===== config.mk =====
export PLATFORM = sky130hd
export DESIGN_NAME = debounce_sync
export DESIGN_NICKNAME = d
export VERILOG_FILES = /design/src/rtl/debounce_sync.sv
export SDC_FILE = /design/constraint.sdc
export NUM_CORES = 1
export LEC_CHECK = 0
export ABC_AREA = 1
export CAP_MARGIN = 0
export CELL_PAD_IN_SITES_DETAIL_PLACEMENT = 0
export CELL_PAD_IN_SITES_GLOBAL_PLACEMENT = 1
export CORE_AREA = 2 2 39 41
export DETAILED_ROUTE_END_ITERATION = 8
export DIE_AREA = 0 0 41 43
export GPL_ROUTABILITY_DRIVEN = 0
export MAX_ROUTING_LAYER = met4
export PLACE_DENSITY_LB_ADDON = 0.1
export SLEW_MARGIN = 10
export SYNTH_ARGS = -nofsm -noshare
export SYNTH_HDL_FRONTEND = slang
export SYNTH_SLANG_ARGS = --single-unit

===== constraint.sdc =====
create_clock -name Clk -period 1.15 [get_ports Clk]
set_clock_uncertainty 0.2 [all_clocks]
set_input_delay 0.115 -clock Clk [delete_from_list [all_inputs] [get_ports Clk]]
set_output_delay 0.115 -clock Clk [all_outputs]
set_load 0.01 [all_outputs]

===== src/rtl/debounce_sync.sv =====
// Input synchronizer plus debounce FSM with registered level output and edge pulses.
// Define DEBOUNCE_EDGE_EN to build the rise/fall pulse registers; otherwise rise/fall are tied 0.
module debounce_sync #(
    parameter int CNT_MAX     = 4,
    parameter int SYNC_STAGES = 2
) (
    input  logic Clk,
    input  logic rst,
    input  logic din,
    output logic Q,
    output logic rise,
    output logic fall,
    output logic busy
);

    // state     | meaning
    // ST_LOW    | Q=0 settled, waiting for din_s to go high
    // ST_WAIT_H | din_s high, counting stable samples before Q rises
    // ST_HIGH   | Q=1 settled, waiting for din_s to go low
    // ST_WAIT_L | din_s low, counting stable samples before Q falls
    typedef enum logic [1:0] {
        ST_LOW    = 2'd0,
        ST_WAIT_H = 2'd1,
        ST_HIGH   = 2'd2,
        ST_WAIT_L = 2'd3
    } state_t;

    localparam int              CNT_W    = (CNT_MAX > 1) ? $clog2(CNT_MAX) : 1;
    localparam logic [CNT_W-1:0] CNT_LAST = CNT_W'(CNT_MAX - 1);

    logic [SYNC_STAGES-1:0] sync_q;
    logic                   din_s;
    state_t                 state_q, state_d;
    logic [CNT_W-1:0]       cnt_q, cnt_d;
    logic                   q_q, q_d;

    always_ff @(posedge Clk) begin
        if (rst) begin
            sync_q <= '0;
        end else begin
            sync_q <= {sync_q[SYNC_STAGES-2:0], din};
        end
    end

    assign din_s = sync_q[SYNC_STAGES-1];

`ifdef DEBOUNCE_EDGE_EN
    logic rise_q, rise_d;
    logic fall_q, fall_d;
`endif

    always_comb begin
        state_d = state_q;
        cnt_d   = cnt_q;
        q_d     = q_q;
`ifdef DEBOUNCE_EDGE_EN
        rise_d  = 1'b0;
        fall_d  = 1'b0;
`endif
        case (state_q)
            ST_LOW: begin
                if (din_s) begin
                    state_d = ST_WAIT_H;
                    cnt_d   = '0;
                end
            end
            ST_WAIT_H: begin
                if (!din_s) begin
                    state_d = ST_LOW;
                    cnt_d   = '0;
                end else if (cnt_q == CNT_LAST) begin
                    state_d = ST_HIGH;
                    cnt_d   = '0;
                    q_d     = 1'b1;
`ifdef DEBOUNCE_EDGE_EN
                    rise_d  = 1'b1;
`endif
                end else begin
                    cnt_d = cnt_q + CNT_W'(1);
                end
            end
            ST_HIGH: begin
                if (!din_s) begin
                    state_d = ST_WAIT_L;
                    cnt_d   = '0;
                end
            end
            ST_WAIT_L: begin
                if (din_s) begin
                    state_d = ST_HIGH;
                    cnt_d   = '0;
                end else if (cnt_q == CNT_LAST) begin
                    state_d = ST_LOW;
                    cnt_d   = '0;
                    q_d     = 1'b0;
`ifdef DEBOUNCE_EDGE_EN
                    fall_d  = 1'b1;
`endif
                end else begin
                    cnt_d = cnt_q + CNT_W'(1);
                end
            end
            default: begin
                state_d = ST_LOW;
                cnt_d   = '0;
            end
        endcase
    end

    always_ff @(posedge Clk) begin
        if (rst) begin
            state_q <= ST_LOW;
            cnt_q   <= '0;
            q_q     <= 1'b0;
        end else begin
            state_q <= state_d;
            cnt_q   <= cnt_d;
            q_q     <= q_d;
        end
    end

`ifdef DEBOUNCE_EDGE_EN
    always_ff @(posedge Clk) begin
        if (rst) begin
            rise_q <= 1'b0;
            fall_q <= 1'b0;
        end else begin
            rise_q <= rise_d;
            fall_q <= fall_d;
        end
    end

    assign rise = rise_q;
    assign fall = fall_q;
`else
    assign rise = 1'b0;
    assign fall = 1'b0;
`endif

    assign Q    = q_q;
    assign busy = (state_q == ST_WAIT_H) || (state_q == ST_WAIT_L);

endmodule


; ---- Yosys cells after proc, flatten, opt, wreduce, memory -nomap -nowiden
; Cells that the tools add are included.
[totals]
input_bits = 3
regBits = 7
out_inout_bits = 4
elab_cells = 41
[op_classes]
mux = 18
n_reduce_logical = 6
n_eq_ne = 12
addsub = 1
[op_table]
columns = cell, n
row1 = 2-bit two-way mux, 11
row2 = 2-bit case mux with 4 select lines, 2
row3 = "2-bit != test, second input constant", 6
row4 = "2-bit equality test, second input constant", 3
row5 = "3-bit != test, second input constant", 2
row6 = 5-bit AND reduction, 1
row7 = 1-bit two-way mux, 4
row8 = 4-bit AND reduction, 1
row9 = "2-bit by 1-bit adder with 2-bit output, second input constant", 1
row10 = "2-bit by 1-bit equality test with 1-bit output, second input constant", 1
row11 = 2-bit zero test, 1
row12 = 1-bit case mux with 2 select lines, 1
row13 = 2-bit AND reduction, 1
row14 = 2-bit nonzero test, 1
row15 = 1-bit logical OR, 1

; ---- Logic depth before layout (Yosys ltp)
; Gate-level depths: netlist of the first run.
[logic_depth]
word_depth = 4
ltp_mapped = 6
depth_no_buf = 6

; ---- Least setup slack after synthesis of the first run
; No wires, ideal clock.
[synth_path]
path_type = reg2reg
from = register cnt_q[0]
to = register q_q (netlist: Q)
t_required_ps = 827
stages_incl_launch_ff = 6
synth_period_minus_slack_ps = 1107
n_path_buf = 0
setup_slack_ps = 43
arrival_ps = 784
setup_ps = 123
cell_sequence = dfxtp_1 > ha_1 > nand2_2 > clkinv_2 > nand3_1 > o22ai_1
[synth_between]
elab_chain_len = 3
elab_cells_between_ends = 4
classes_between = eq/ne: 3 / reduce/logical: 1
[synth_rtl]
columns = element, line_no
row1 = start: declaration, 34  ; logic [CNT_W-1:0] cnt_q, cnt_d;
row2 = start signal: assignment, 117  ; cnt_q <= cnt_d;
row3 = 2-bit equality test (*), "71, 92"
row4 = 2-bit != test (no source line), n/a
row5 = 5-bit AND reduction (no source line) (*), n/a
row6 = end signal: assignment, 118  ; q_q <= q_d;
row7 = end: declaration, 35  ; logic q_q, q_d;
; Mark *: on every way between the ends. The rest lies on a longest branch, timed or not.
; A chain may end at the register's enable or synchronous reset.

; ---- Final worst setup path of the first run
[layout_path]
from = register cnt_q[1]
to = register q_q (netlist: Q)
; Same word-level chain as after synthesis.

==> impl_results.md, run 1 <==
* Vias in the first global route at 277
* Die Y at around 43 um
* Max-cap violation count at 0
* Clock share of power at 44.6%
* Final Max Slew Viols at 0
* Sequential cell area at 145 um^2
* Area grow syn2layout at 36.0%
* Vias per cell at about 4.2
* Main combinational cell family by area after synthesis: simple AND/OR/NAND/NOR gates
* Initial Utilization at between 20% and 30%
* Total power at 515 uW
* Result of the run: finished clean
* Post-Synthesis Cells at 45
* Final #Nets at 60
* Peak Freq at between 800 and 900 MHz
* Period utilization at 99.0%
* H-tree Lvls at 1
* # IOs at 7
* CTS tree: built
* Mux share of post-synthesis cell area at 0%
* Final antenna-violating net count at 0
* Largest net degree at the start of global routing at 5
* Cells taking the most area after synthesis: dfxtp_1 (42%), inv_1 (8.0%), nand2_2 (7.6%)
* XOR/XNOR share of the synthesized area at 0%
* Comb power frac at 6.6%
* Hold Fails Final Rpt at 0
* Compound-Gate Fraction of Synth Area at under 10%
* Leak at 0.000200 uW
* Seq/Total Area, Yosys at around 42%
* Core area at 1380 um^2
* CP Capture Type: flip-flop
* Post-Layout Cell Count at 71
* Most frequent cells in the layout: inv_1 (6), nand2_1 (6), nand2_2 (4), dfxtp_2 (4), buf_4 (4)
* Crit path kind: flip-flop to flip-flop
* Number of synthesized register bits at 7
* Reg-to-reg setup timing slack at 0.01 ns
* DIE WIDTH at 41 um
* Syn Area/Cell at 7.34 um^2
* Post-Synth Adder-Cell Area at 3.79%
* Diodes inserted at 0
* Worst Path Arrival at 1.12 ns
* Final WL at 644 um
* GRT Total Usage at 10.0%
* Origin of the critical flop-to-flop path: cnt_q[1]$_SDFFE_PP0P_
* CP endpoint: Q$_SDFFE_PP0P_
* Area occupied by multi-input gates at 159 um^2
* Count of final setup violators at 0
* CP Max Fanout at 3
* VDD IR max at ~530 uV
* 1st-pass router iterations at 4
* Cell Int Power at 396 uW
* Seq pwr share at between 40% and 50%
* Switch share at 23.0%
* CP required at 1.13 ns
* CP startpoint kind: flip-flop
* Tmin final at 1.14 ns
* Initial antenna violation count at 0
* Cells after DPL at 66
* Post-Synth Simple-Gate Area at between 20 and 30%
* # fillers at about 160
* HP Class: primary input to flip-flop
* Power density over cell area at roughly 1100 nW/um^2
* Design area at around 450 um^2
* Placement-stage cell area at 398 um^2
* Post-route DRC at 0
* Overflow after GRT at 0
* Worst Reg-to-Reg Cells at 5
* # rows at 14
* Routed vias at 300
* Clk_lat worst skew at around 0.26 ns
* Switching pwr at 118 uW
* Setup TNS at 0 ns
* Die Area at between 1500 and 2000 um^2
* Unrepaired setup endpoints after global routing: yes
* Clock Sinks at 7
* Initial DRC Count at 3
* Worst setup slack after layout at around 0.012 ns
* Critical Path Source: cnt_q[1]$_SDFFE_PP0P_
* Port Buffers at 4
* Place WS at -0.0583 ns
* Share of layout cells above drive strength 1 at 45.5%
* Hpwl dp at 475 um
* Reg2reg end: Q$_SDFFE_PP0P_
* Synth area leader: dfxtp_1
* Area share of the largest cell type after synthesis at approximately 42%
* Root Buffer: clkbuf_4
* Routed WL per cell at 9.07 um
* First-pass GRT wire length at 1.09 mm
* CTS buffer count at 3
* Post-synthesis instance area at 330 um^2
* Ys Warns at 0
* Post-synthesis cell type count at 18
* Clock slew at reported path FFs at approximately 0.05 ns
* CTS max path bufs at 2
-- critical path: stages, from the launching register on --
cell and delay [ns]:
dfxtp_2 0.35, ha_4 0.14, nand2_2 0.06, clkinv_2 0.07, nand3_2 0.06, o22ai_1 0.17
-- cell usage after synthesis --
master and n:
buf_4 2, nor3_1 1, nor2_2 1, nand2_1 6, nand3_1 3, conb_1 1, inv_1 7, clkbuf_1 1
nor2_1 3, inv_2 2, nand2_2 4, o22ai_1 1, nand4_1 2, clkinv_2 1, o31ai_1 1, dfxtp_1 7
ha_1 1, a21oi_1 1
-- worst min-delay path by stage --
stage,start,end,slack [ns],cells past startpoint
finish,din,sync_q[0]$_SDFF_PP0_,0.17,3
global route,din,sync_q[0]$_SDFF_PP0_,0.18,3
CTS,din,sync_q[0]$_SDFF_PP0_,0.17,3
detailed placement,sync_q[0]$_SDFF_PP0_,sync_q[1]$_SDFF_PP0_,0.21,2
global placement,sync_q[0]$_SDFF_PP0_,sync_q[1]$_SDFF_PP0_,0.20,2
floorplan,rst,cnt_q[1]$_SDFFE_PP0P_,-0.02,1
-- stage by stage --
| stage | util [%] | hold slack [ns] |
|---|---|---|
| 2_1_floorplan | - | -0.0159 |
| 3_3_place_gp | 28.8 | 0.196 |
| 3_5_place_dp | 28.8 | 0.207 |
| 4_1_cts | 32.6 | 0.173 |
| 5_1_grt | 32.5 | 0.178 |
| 6_report | 32.5 | 0.169 |
-- what timing repair did --
item	4_1_cts	5_1_grt
gates resized for setup	9	6
hold buffers	0	0
buffers inserted	1	0
setup endpoints to repair	4	7
gates cloned	0	0
pin swaps	2	0
hold endpoints to repair	0	0
-- cell type report --
class	count	area share, %
repair buffers	8	13.4
inverters	10	8.64
flip-flops and latches	7	32.3
clock buffers	4	5.85
multi-input cells	26	35.4
well taps	16	4.46
-- power groups by stage --
stage               clock, uW  sequential (uW)  combinational (uW)
global placement            0              255                33.4
detailed placement          0              255                33.5
global route              253              251                39.1
finish                    229              251                34.2
floorplan                   0              255                21.2
CTS                       231              250                34.0
-- layer usage --
layer  vias up  GRT usage (%)  routed length (um)
met3         5           4.71                  40
met2         9           12.5                 283
met1       129           11.7                 293
met4         0           8.00                  27
met5         -              -                   0
li1        157              -                   -
-- cell families after synthesis --
kind of cell	after synthesis
and+or+nand+nor	20
buffers and inverters	13
DFF	7
AOI/OAI and AO/OA	3
adders and majority gates	1
other	1
Power figures use the tool's default switching activity.
==> run 2, diff against run 1 <==
Settings changed: CAP_MARGIN 0 to 20.
==> results of run 2 <==
The final DEF is identical to that of run 1; final timing and power are the same.
